<file path="config.mk">
export PLATFORM = sky130hd
export DESIGN_NAME = layer_mixer
export DESIGN_NICKNAME = d
export VERILOG_FILES = /design/src/rtl/vera_pkg.sv /design/src/rtl/layer_priority_mux.sv /design/src/rtl/layer_mixer.sv
export SDC_FILE = /design/constraint.sdc
export NUM_CORES = 1
export LEC_CHECK = 0
export ABC_AREA = 1
export BUFFER_PORTS_ARGS = -buffer_cell sky130_fd_sc_hd__buf_2
export CORE_MARGIN = 1
export CORE_UTILIZATION = 30
export CTS_CLUSTER_SIZE = 12
export DETAILED_ROUTE_END_ITERATION = 8
export PLACE_DENSITY_LB_ADDON = 0.1
export SETUP_SLACK_MARGIN = 0.4
export SYNTH_ARGS = -nofsm -noshare
export SYNTH_HDL_FRONTEND = slang
export SYNTH_SLANG_ARGS = --single-unit
</file>
<file path="constraint.sdc">
create_clock -name clk -period 8.99 [get_ports clk]
set_input_delay 1.3485 -clock clk [delete_from_list [all_inputs] [get_ports clk]]
set_output_delay 1.3485 -clock clk [all_outputs]
set_load 0.1 [all_outputs]
</file>
<file path="src/rtl/vera_pkg.sv">
`default_nettype none
// ============================================================================
//  Module      : vera_pkg
//  Description : Shared constants for the layer mixer: register map, video
//                mode encodings, sprite Z levels and counter limits.
//  Revision    : 1.0 - initial release
// ============================================================================
package vera_pkg;

    // Register map
    localparam logic [4:0] REG_CTRL     = 5'h00;
    localparam logic [4:0] REG_HSCALE   = 5'h01;
    localparam logic [4:0] REG_VSCALE   = 5'h02;
    localparam logic [4:0] REG_BORDER   = 5'h03;
    localparam logic [4:0] REG_HSTART_L = 5'h04;
    localparam logic [4:0] REG_HSTOP_L  = 5'h05;
    localparam logic [4:0] REG_VSTART_L = 5'h06;
    localparam logic [4:0] REG_VSTOP_L  = 5'h07;
    localparam logic [4:0] REG_HV_HIGH  = 5'h08;

    // Output modes; bit 1 set means an interlaced (composite) mode
    localparam logic [1:0] MODE_OFF  = 2'd0;
    localparam logic [1:0] MODE_VGA  = 2'd1;
    localparam logic [1:0] MODE_NTSC = 2'd2;
    localparam logic [1:0] MODE_RGB  = 2'd3;

    // Sprite Z levels
    localparam logic [1:0] Z_HIDDEN = 2'd0;
    localparam logic [1:0] Z_BACK   = 2'd1;
    localparam logic [1:0] Z_MID    = 2'd2;
    localparam logic [1:0] Z_FRONT  = 2'd3;

    // Integer limits of the scaled counters
    localparam logic [9:0] H_LIMIT = 10'd640;
    localparam logic [8:0] V_LIMIT = 9'd480;

    typedef enum logic [0:0] {
        RS_IDLE = 1'b0,
        RS_BUSY = 1'b1
    } render_state_t;

endpackage
`default_nettype wire

</file>
<file path="src/rtl/layer_priority_mux.sv">
`default_nettype none
// ============================================================================
//  Module      : layer_priority_mux
//  Description : Combinational Z-priority selector. Bottom to top:
//                sprite Z1, layer0, sprite Z2, layer1, sprite Z3, layer2.
//                Colour 0 is transparent; absent layers never win.
//  Revision    : 1.0 - initial release
// ============================================================================
module layer_priority_mux import vera_pkg::*; #(
    parameter int NUM_LAYERS = 2
) (
    input  logic [8*NUM_LAYERS-1:0] layer_color,
    input  logic [NUM_LAYERS-1:0]   layer_en,
    input  logic [7:0]              sprite_color,
    input  logic [1:0]              sprite_z,
    input  logic                    sprite_en,
    output logic [7:0]              color
);

    logic [23:0] col3;
    logic [2:0]  en3;
    logic [2:0]  opaque;
    logic        sprite_vis;

    // Pad the layer set to three slots; missing slots are always transparent
    genvar k;
    generate
        for (k = 0; k < 3; k++) begin : g_layer
            if (k < NUM_LAYERS) begin : g_present
                assign col3[8*k +: 8] = layer_color[8*k +: 8];
                assign en3[k]         = layer_en[k];
            end else begin : g_absent
                assign col3[8*k +: 8] = 8'h00;
                assign en3[k]         = 1'b0;
            end
            assign opaque[k] = en3[k] && (col3[8*k +: 8] != 8'h00);
        end
    endgenerate

    assign sprite_vis = sprite_en && (sprite_color != 8'h00);

    // Paint from the bottom up so the last opaque source wins
    always_comb begin
        color = 8'h00;
        if (sprite_vis && sprite_z == Z_BACK)  color = sprite_color;
        if (opaque[0])                         color = col3[7:0];
        if (sprite_vis && sprite_z == Z_MID)   color = sprite_color;
        if (opaque[1])                         color = col3[15:8];
        if (sprite_vis && sprite_z == Z_FRONT) color = sprite_color;
        if (opaque[2])                         color = col3[23:16];
    end

endmodule
`default_nettype wire

</file>
<file path="src/rtl/layer_mixer.sv">
`default_nettype none
// ============================================================================
//  Module      : layer_mixer
//  Description : Blends NUM_LAYERS layer line buffers and one sprite line
//                buffer into the palette index stream, drives the scaled
//                x/y read indices and tracks per-line render completion.
//  Revision    : 1.0 - initial release
// ============================================================================
module layer_mixer import vera_pkg::*; #(
    parameter int NUM_LAYERS = 2,
    parameter int LB_ADDR_W  = 10,
    parameter int FRAC_BITS  = 7
) (
    input  logic                    clk,
    input  logic                    rst,
    input  logic [4:0]              regs_addr,
    input  logic [7:0]              regs_wrdata,
    input  logic                    regs_write,
    output logic [7:0]              regs_rddata,
    output logic [8:0]              line_idx,
    output logic                    line_render_start,
    input  logic [NUM_LAYERS-1:0]   layer_render_done,
    input  logic                    sprites_render_done,
    input  logic [NUM_LAYERS-1:0]   layer_enabled,
    input  logic                    sprites_enabled,
    output logic [LB_ADDR_W-1:0]    lb_rdidx,
    input  logic [8*NUM_LAYERS-1:0] layer_lb_rddata,
    input  logic [15:0]             sprite_lb_rddata,
    output logic                    sprite_lb_erase_start,
    input  logic                    display_next_frame,
    input  logic                    display_next_line,
    input  logic                    display_next_pixel,
    input  logic                    display_current_field,
    output logic [7:0]              display_data,
    output logic [1:0]              display_mode,
    output logic                    chroma_disable,
    output logic                    underrun
);

    localparam int SX_W = LB_ADDR_W + FRAC_BITS;
    localparam int SY_W = 9 + FRAC_BITS;
    localparam logic [SX_W-1:0] SX_MAX = SX_W'(H_LIMIT) << FRAC_BITS;
    localparam logic [SY_W-1:0] SY_MAX = SY_W'(V_LIMIT) << FRAC_BITS;

    // Register file
    logic [1:0] mode;
    logic       chroma_dis;
    logic [7:0] hscale, vscale, border;
    logic [9:0] hstart, hstop;
    logic [8:0] vstart, vstop;
    logic       field;

    // Counters
    logic [10:0]     x_count, x_next, erase_target;
    logic [11:0]     x_sum;
    logic [9:0]      y_count, y_next;
    logic [10:0]     y_sum;
    logic [SX_W-1:0] scaled_x, sx_sum, sx_next;
    logic [SY_W-1:0] scaled_y, sy_sum, sy_next;
    logic [7:0]      sx_inc;
    logic [8:0]      sy_inc;
    logic            interlaced, h_active, v_active, active_d1;
    logic [9:0]      pix_x;

    // Render tracking
    render_state_t     state, state_next;
    logic [NUM_LAYERS:0] done_mask, mask_next, src_enabled, done_now, mask_now;
    logic              underrun_set, w1c_underrun;

    logic [7:0] mix_color;
    logic       unused_sprite_bits;

    assign interlaced     = mode[1];
    assign display_mode   = mode;
    assign chroma_disable = chroma_dis;
    assign lb_rdidx       = scaled_x[FRAC_BITS +: LB_ADDR_W];
    assign line_idx       = scaled_y[FRAC_BITS +: 9];
    assign unused_sprite_bits = ^sprite_lb_rddata[15:10];

    // Register writes
    always_ff @(posedge clk or posedge rst) begin
        if (rst) begin
            mode       <= MODE_OFF;
            chroma_dis <= 1'b0;
            hscale     <= 8'd128;
            vscale     <= 8'd128;
            border     <= 8'h00;
            hstart     <= 10'd0;
            hstop      <= H_LIMIT;
            vstart     <= 9'd0;
            vstop      <= V_LIMIT;
        end else if (regs_write) begin
            case (regs_addr)
                REG_CTRL: begin
                    mode       <= regs_wrdata[1:0];
                    chroma_dis <= regs_wrdata[2];
                end
                REG_HSCALE:   hscale      <= regs_wrdata;
                REG_VSCALE:   vscale      <= regs_wrdata;
                REG_BORDER:   border      <= regs_wrdata;
                REG_HSTART_L: hstart[7:0] <= regs_wrdata;
                REG_HSTOP_L:  hstop[7:0]  <= regs_wrdata;
                REG_VSTART_L: vstart[7:0] <= regs_wrdata;
                REG_VSTOP_L:  vstop[7:0]  <= regs_wrdata;
                REG_HV_HIGH: begin
                    hstart[9:8] <= regs_wrdata[1:0];
                    hstop[9:8]  <= regs_wrdata[3:2];
                    vstart[8]   <= regs_wrdata[4];
                    vstop[8]    <= regs_wrdata[5];
                end
                default: ;
            endcase
        end
    end

    // Combinational register read-back
    always_comb begin
        regs_rddata = 8'h00;
        case (regs_addr)
            REG_CTRL:     regs_rddata = {field, underrun, 3'b000, chroma_dis, mode};
            REG_HSCALE:   regs_rddata = hscale;
            REG_VSCALE:   regs_rddata = vscale;
            REG_BORDER:   regs_rddata = border;
            REG_HSTART_L: regs_rddata = hstart[7:0];
            REG_HSTOP_L:  regs_rddata = hstop[7:0];
            REG_VSTART_L: regs_rddata = vstart[7:0];
            REG_VSTOP_L:  regs_rddata = vstop[7:0];
            REG_HV_HIGH:  regs_rddata = {2'b00, vstop[8], vstart[8], hstop[9:8], hstart[9:8]};
            default:      regs_rddata = 8'h00;
        endcase
    end

    // Next values of the raw and scaled counters, all saturating
    always_comb begin
        pix_x    = x_count[10:1];
        h_active = (pix_x >= hstart) && (pix_x < hstop);
        v_active = (y_count >= {1'b0, vstart}) && (y_count < {1'b0, vstop});

        x_sum  = {1'b0, x_count} + (interlaced ? 12'd1 : 12'd2);
        x_next = x_sum[11] ? 11'h7FF : x_sum[10:0];
        y_sum  = {1'b0, y_count} + (interlaced ? 11'd2 : 11'd1);
        y_next = y_sum[10] ? 10'h3FF : y_sum[9:0];

        sx_inc  = interlaced ? {1'b0, hscale[7:1]} : hscale;
        sx_sum  = scaled_x + SX_W'(sx_inc);
        sx_next = (sx_sum > SX_MAX) ? SX_MAX : sx_sum;
        sy_inc  = interlaced ? {vscale, 1'b0} : {1'b0, vscale};
        sy_sum  = scaled_y + SY_W'(sy_inc);
        sy_next = (sy_sum > SY_MAX) ? SY_MAX : sy_sum;

        erase_target = {10'd639, interlaced};
    end

    // Counter registers; a frame load overrides a coincident line step on y
    always_ff @(posedge clk or posedge rst) begin
        if (rst) begin
            x_count  <= 11'd0;
            y_count  <= 10'd0;
            scaled_x <= '0;
            scaled_y <= '0;
            sprite_lb_erase_start <= 1'b0;
        end else begin
            sprite_lb_erase_start <= display_next_pixel && !display_next_line &&
                                     (x_next == erase_target) && (x_count != erase_target);
            if (display_next_line) begin
                x_count  <= 11'd0;
                scaled_x <= '0;
            end else if (display_next_pixel) begin
                x_count <= x_next;
                if (h_active) scaled_x <= sx_next;
            end
            if (display_next_frame) begin
                if (interlaced && !display_current_field) begin
                    y_count  <= 10'd1;
                    scaled_y <= SY_W'(vscale);
                end else begin
                    y_count  <= 10'd0;
                    scaled_y <= '0;
                end
            end else if (display_next_line) begin
                y_count <= y_next;
                if (v_active) scaled_y <= sy_next;
            end
        end
    end

    layer_priority_mux #(
        .NUM_LAYERS (NUM_LAYERS)
    ) u_prio (
        .layer_color  (layer_lb_rddata),
        .layer_en     (layer_enabled),
        .sprite_color (sprite_lb_rddata[7:0]),
        .sprite_z     (sprite_lb_rddata[9:8]),
        .sprite_en    (sprites_enabled),
        .color        (mix_color)
    );

    // Output pipeline: window flag delayed to line up with line-buffer data
    always_ff @(posedge clk or posedge rst) begin
        if (rst) begin
            active_d1    <= 1'b0;
            display_data <= 8'h00;
        end else begin
            active_d1    <= h_active && v_active;
            display_data <= active_d1 ? mix_color : border;
        end
    end

    assign src_enabled = {sprites_enabled, layer_enabled};
    assign done_now    = {sprites_render_done, layer_render_done};
    assign mask_now    = done_mask | done_now;

    // Render FSM next-state: disabled sources are pre-marked done on entry
    always_comb begin
        state_next   = state;
        mask_next    = done_mask;
        underrun_set = 1'b0;
        case (state)
            RS_IDLE: begin
                if (display_next_line) begin
                    state_next = RS_BUSY;
                    mask_next  = ~src_enabled;
                end
            end
            RS_BUSY: begin
                mask_next = mask_now;
                if (display_next_line) begin
                    underrun_set = ~&mask_now;
                    mask_next    = ~src_enabled;
                end else if (&mask_now) begin
                    state_next = RS_IDLE;
                end
            end
            default: state_next = RS_IDLE;
        endcase
    end

    // Render FSM state, start pulse and field sample
    always_ff @(posedge clk or posedge rst) begin
        if (rst) begin
            state             <= RS_IDLE;
            done_mask         <= '0;
            line_render_start <= 1'b0;
            field             <= 1'b0;
        end else begin
            state             <= state_next;
            done_mask         <= mask_next;
            line_render_start <= display_next_line;
            field             <= display_current_field;
        end
    end

    assign w1c_underrun = regs_write && (regs_addr == REG_CTRL) && regs_wrdata[6];

    // Sticky underrun flag; a new underrun beats a same-cycle clear
    always_ff @(posedge clk or posedge rst) begin
        if (rst)               underrun <= 1'b0;
        else if (underrun_set) underrun <= 1'b1;
        else if (w1c_underrun) underrun <= 1'b0;
    end

endmodule
`default_nettype wire

</file>
==> results.json <==
{
  "syn_inst": 1388,
  "cts_buffer_depth": 2,
  "num_vias": 8962,
  "cts_hold_buf": 0,
  "syn_nets": 1507,
  "cts.repair.resized": 0,
  "worstMarginPinSlew_ps": 1128,
  "p_leak_nw": 5.719,
  "htreeDepth": 4,
  "hold_slack_ps": 486.0,
  "viasPerCell": 4.793,
  "hp-class": "register to register",
  "boundaryPins": 99,
  "fmax_mhz": 217.1,
  "path_clk_slew_ps": 60,
  "grt_start_max_net_pins": 70,
  "rows": 64,
  "crit_path_end_kind": "output port",
  "grt_overflow": 0,
  "clk_latency_ps": 430,
  "preCtsSetupSlack_ps": 4386,
  "routedWlPerCell_um": 16.21,
  "initial_core_util": 0.3082,
  "die_y_um": 180.4,
  "cap_violations": 0,
  "nNetsFinal": 1580,
  "routabilityCongestion": 0.9004,
  "final_common_cell": "nand2_1",
  "antenna_found_initial": 1,
  "place.port_buffers": 92,
  "antennaDiodeCount": 0,
  "finalSetupViolations": 0,
  "avgSynthCellArea_um2": 6.882,
  "grtUsageTotal": 0.1925,
  "drt-total-wl_um": 30300,
  "required_ps": 7640,
  "cpPeakStageDelay_ps": 500,
  "hold_viol": 0,
  "dieArea_mm2": 0.03256,
  "drc": 0,
  "fp.dieW_um": 180.4,
  "path_cells": "buf_2, nor2_1, nand2_1, nor2_1, inv_1, o21ai_0, a221oi_1, o2111ai_1, buf_2",
  "yosys_warnings": 0,
  "post-cts-setup-buffers": 0,
  "cts_tree": "yes",
  "rsz0062_at_grt": "no",
  "numCtsBuffers": 17,
  "crit_slowest_cell": "buf_2",
  "syn-cell-area_mm2": 0.009552,
  "coreArea_mm2": 0.03099,
  "cp_data_arrival_time_ps": 3260,
  "slew_headroom": 0.2397,
  "ys_seq_area_frac": 0.3573,
  "root_buffer": "clkbuf_16",
  "grt_pass1_wl_um": 48980,
  "finalSetupTns_ps": 0,
  "fin_crit_sh": 0.5124,
  "p_total_mw": 2.322,
  "finalCriticalPeriod_ps": 4606,
  "setup_ws_ps": 4384,
  "critPathMaxFanout": 6,
  "drt_iter0_drc": 594,
  "dpl.hpwl_um": 23250,
  "layout_common_cells": "469 x nand2_1, 204 x inv_1, 131 x o21ai_0, 128 x dfrtp_1, 98 x nor2_1",
  "final_max_slew_viol_count": 0,
  "status": "completed",
  "power_density_mw_per_mm2": 212.6,
  "area_delta_synth_final_pct": 14.36,
  "grt_pass1_vias": 8765,
  "drtPass1Iterations": 7,
  "drtAntennaViolNets": 0,
  "final.setup_skew_ps": 14.02,
  "peakVddDrop_mv": 0.1395,
  "crit_type": "input pin to output port",
  "startpoint_type": "input pin",
  "drive_above_1_share": 0.1126,
  "clkSinkCount": 136,
  "synth_cell_types": 45,
  "synth-seq-cells": 136
}
[logic make-up after synthesis]
group           Yosys count  share of synthesized area
fa+ha+maj                61                    0.08305
compound gates          226                     0.1337
xor+xnor                 15                    0.01454
simple gates            698                     0.3035
flops                   136                     0.3573
buf+inv                 252                     0.1078
[report_power, final]
| part | switching, mW | total, mW | internal, mW |
|---|---|---|---|
| registers | 0.0783 | 0.787 | 0.708 |
| logic | 0.559 | 0.776 | 0.217 |
| clock network | 0.308 | 0.760 | 0.452 |
| total | 0.945 | 2.32 | 1.38 |
[cell type report]
class                           count  area [µm²]
Multi-Input combinational cell   1000        5109
Clock inverter                     14       186.4
Clock buffer                       18       439.2
Timing Repair Buffer               95       483.0
Sequential cell                   136        3413
Inverter                          211       797.0
Tap cell                          396       495.5
Fill cell                        3391       20070
[synthesized netlist by cell type (all sizes together)]
master	count	area (µm²)
a22o	1	8.760
a22oi	3	22.52
o2111ai	3	26.28
o22ai	22	137.6
o21ai	133	669.4
buf	24	173.9
dfstp	8	210.2
xor2	11	103.9
o21bai	1	7.510
a221oi	13	113.9
nor3	18	105.1
or2	1	8.760
nor2	104	410.4
nand2	477	1815
o21a	1	7.510
and3	2	12.51
dfrtp	128	3203
clkinv	3	11.26
o41ai	1	16.27
inv	208	780.8
nand3b	5	37.54
clkbuf	17	63.81
a21oi	39	198.9
fa	4	80.08
xnor2	4	35.03
nand4	15	93.84
o2bb2ai	1	8.760
o211ai	8	60.06
and2	1	6.260
nor4	7	43.79
ha	57	713.2
nand3	68	365.4
[sequential cells by signal (all words and copies together), names as in the netlist]
register,flops
scaled_x,17
scaled_y,16
x_count,11
hstart,10
hstop,10
y_count,10
vstart,9
vstop,9
border,8
display_data,8
hscale,8
vscale,8
done_mask,3
display_mode,2
active_d1,1
chroma_disable,1
field,1
line_render_start,1
sprite_lb_erase_start,1
state,1
underrun,1
[worst max-delay path: cells and delay by family]
kind	cells	cell delay, ps
buffers and inverters	3	770
AO/OA/AOI/OAI	3	430
AND/OR/NAND/NOR	3	690
[path summary, 6_finish.rpt]
| check | startpoint | endpoint | slack [ps] | cells past startpoint |
|---|---|---|---|---|
| setup / recovery | regs_addr[3] | regs_rddata[1] | 4380 | 9 |
| hold / removal | scaled_x[5]$_DFFE_PP0P_ | scaled_x[5]$_DFFE_PP0P_ | 490 | 2 |
| setup reg to reg | vstop[5]$_DFFE_PP1P_ | scaled_y[2]$_DFFE_PP0P_ | 5790 | 12 |
| hold reg to reg | scaled_x[5]$_DFFE_PP0P_ | scaled_x[5]$_DFFE_PP0P_ | 490 | 2 |
| max in group asynchronous | rst | scaled_y[8]$_DFFE_PP0P_ | 6560 | 3 |
| min in group asynchronous | rst | scaled_x[10]$_DFFE_PP0P_ | 1020 | 2 |
[metrics by stage]
stage                     cells  area, µm²    util
final                      1870      10920  0.3525
after global routing       1870      10920  0.3525
after CTS                  1870      10920  0.3525
after detailed placement   1838      10300  0.3323
after global placement     1838      10300  0.3323
after floorplan            1388       9552       -
[per-layer routing]
metal | vias up | global-route usage | part of all wire
met2 | 146 | 0.3147 | 0.46
met5 | - | 0 | 0
met1 | 4193 | 0.2702 | 0.50
met3 | 15 | 0.02708 | 0.031
met4 | 0 | 0.03692 | 0.0078
li1 | 4608 | - | -
(Power assumes the default switching activity.)
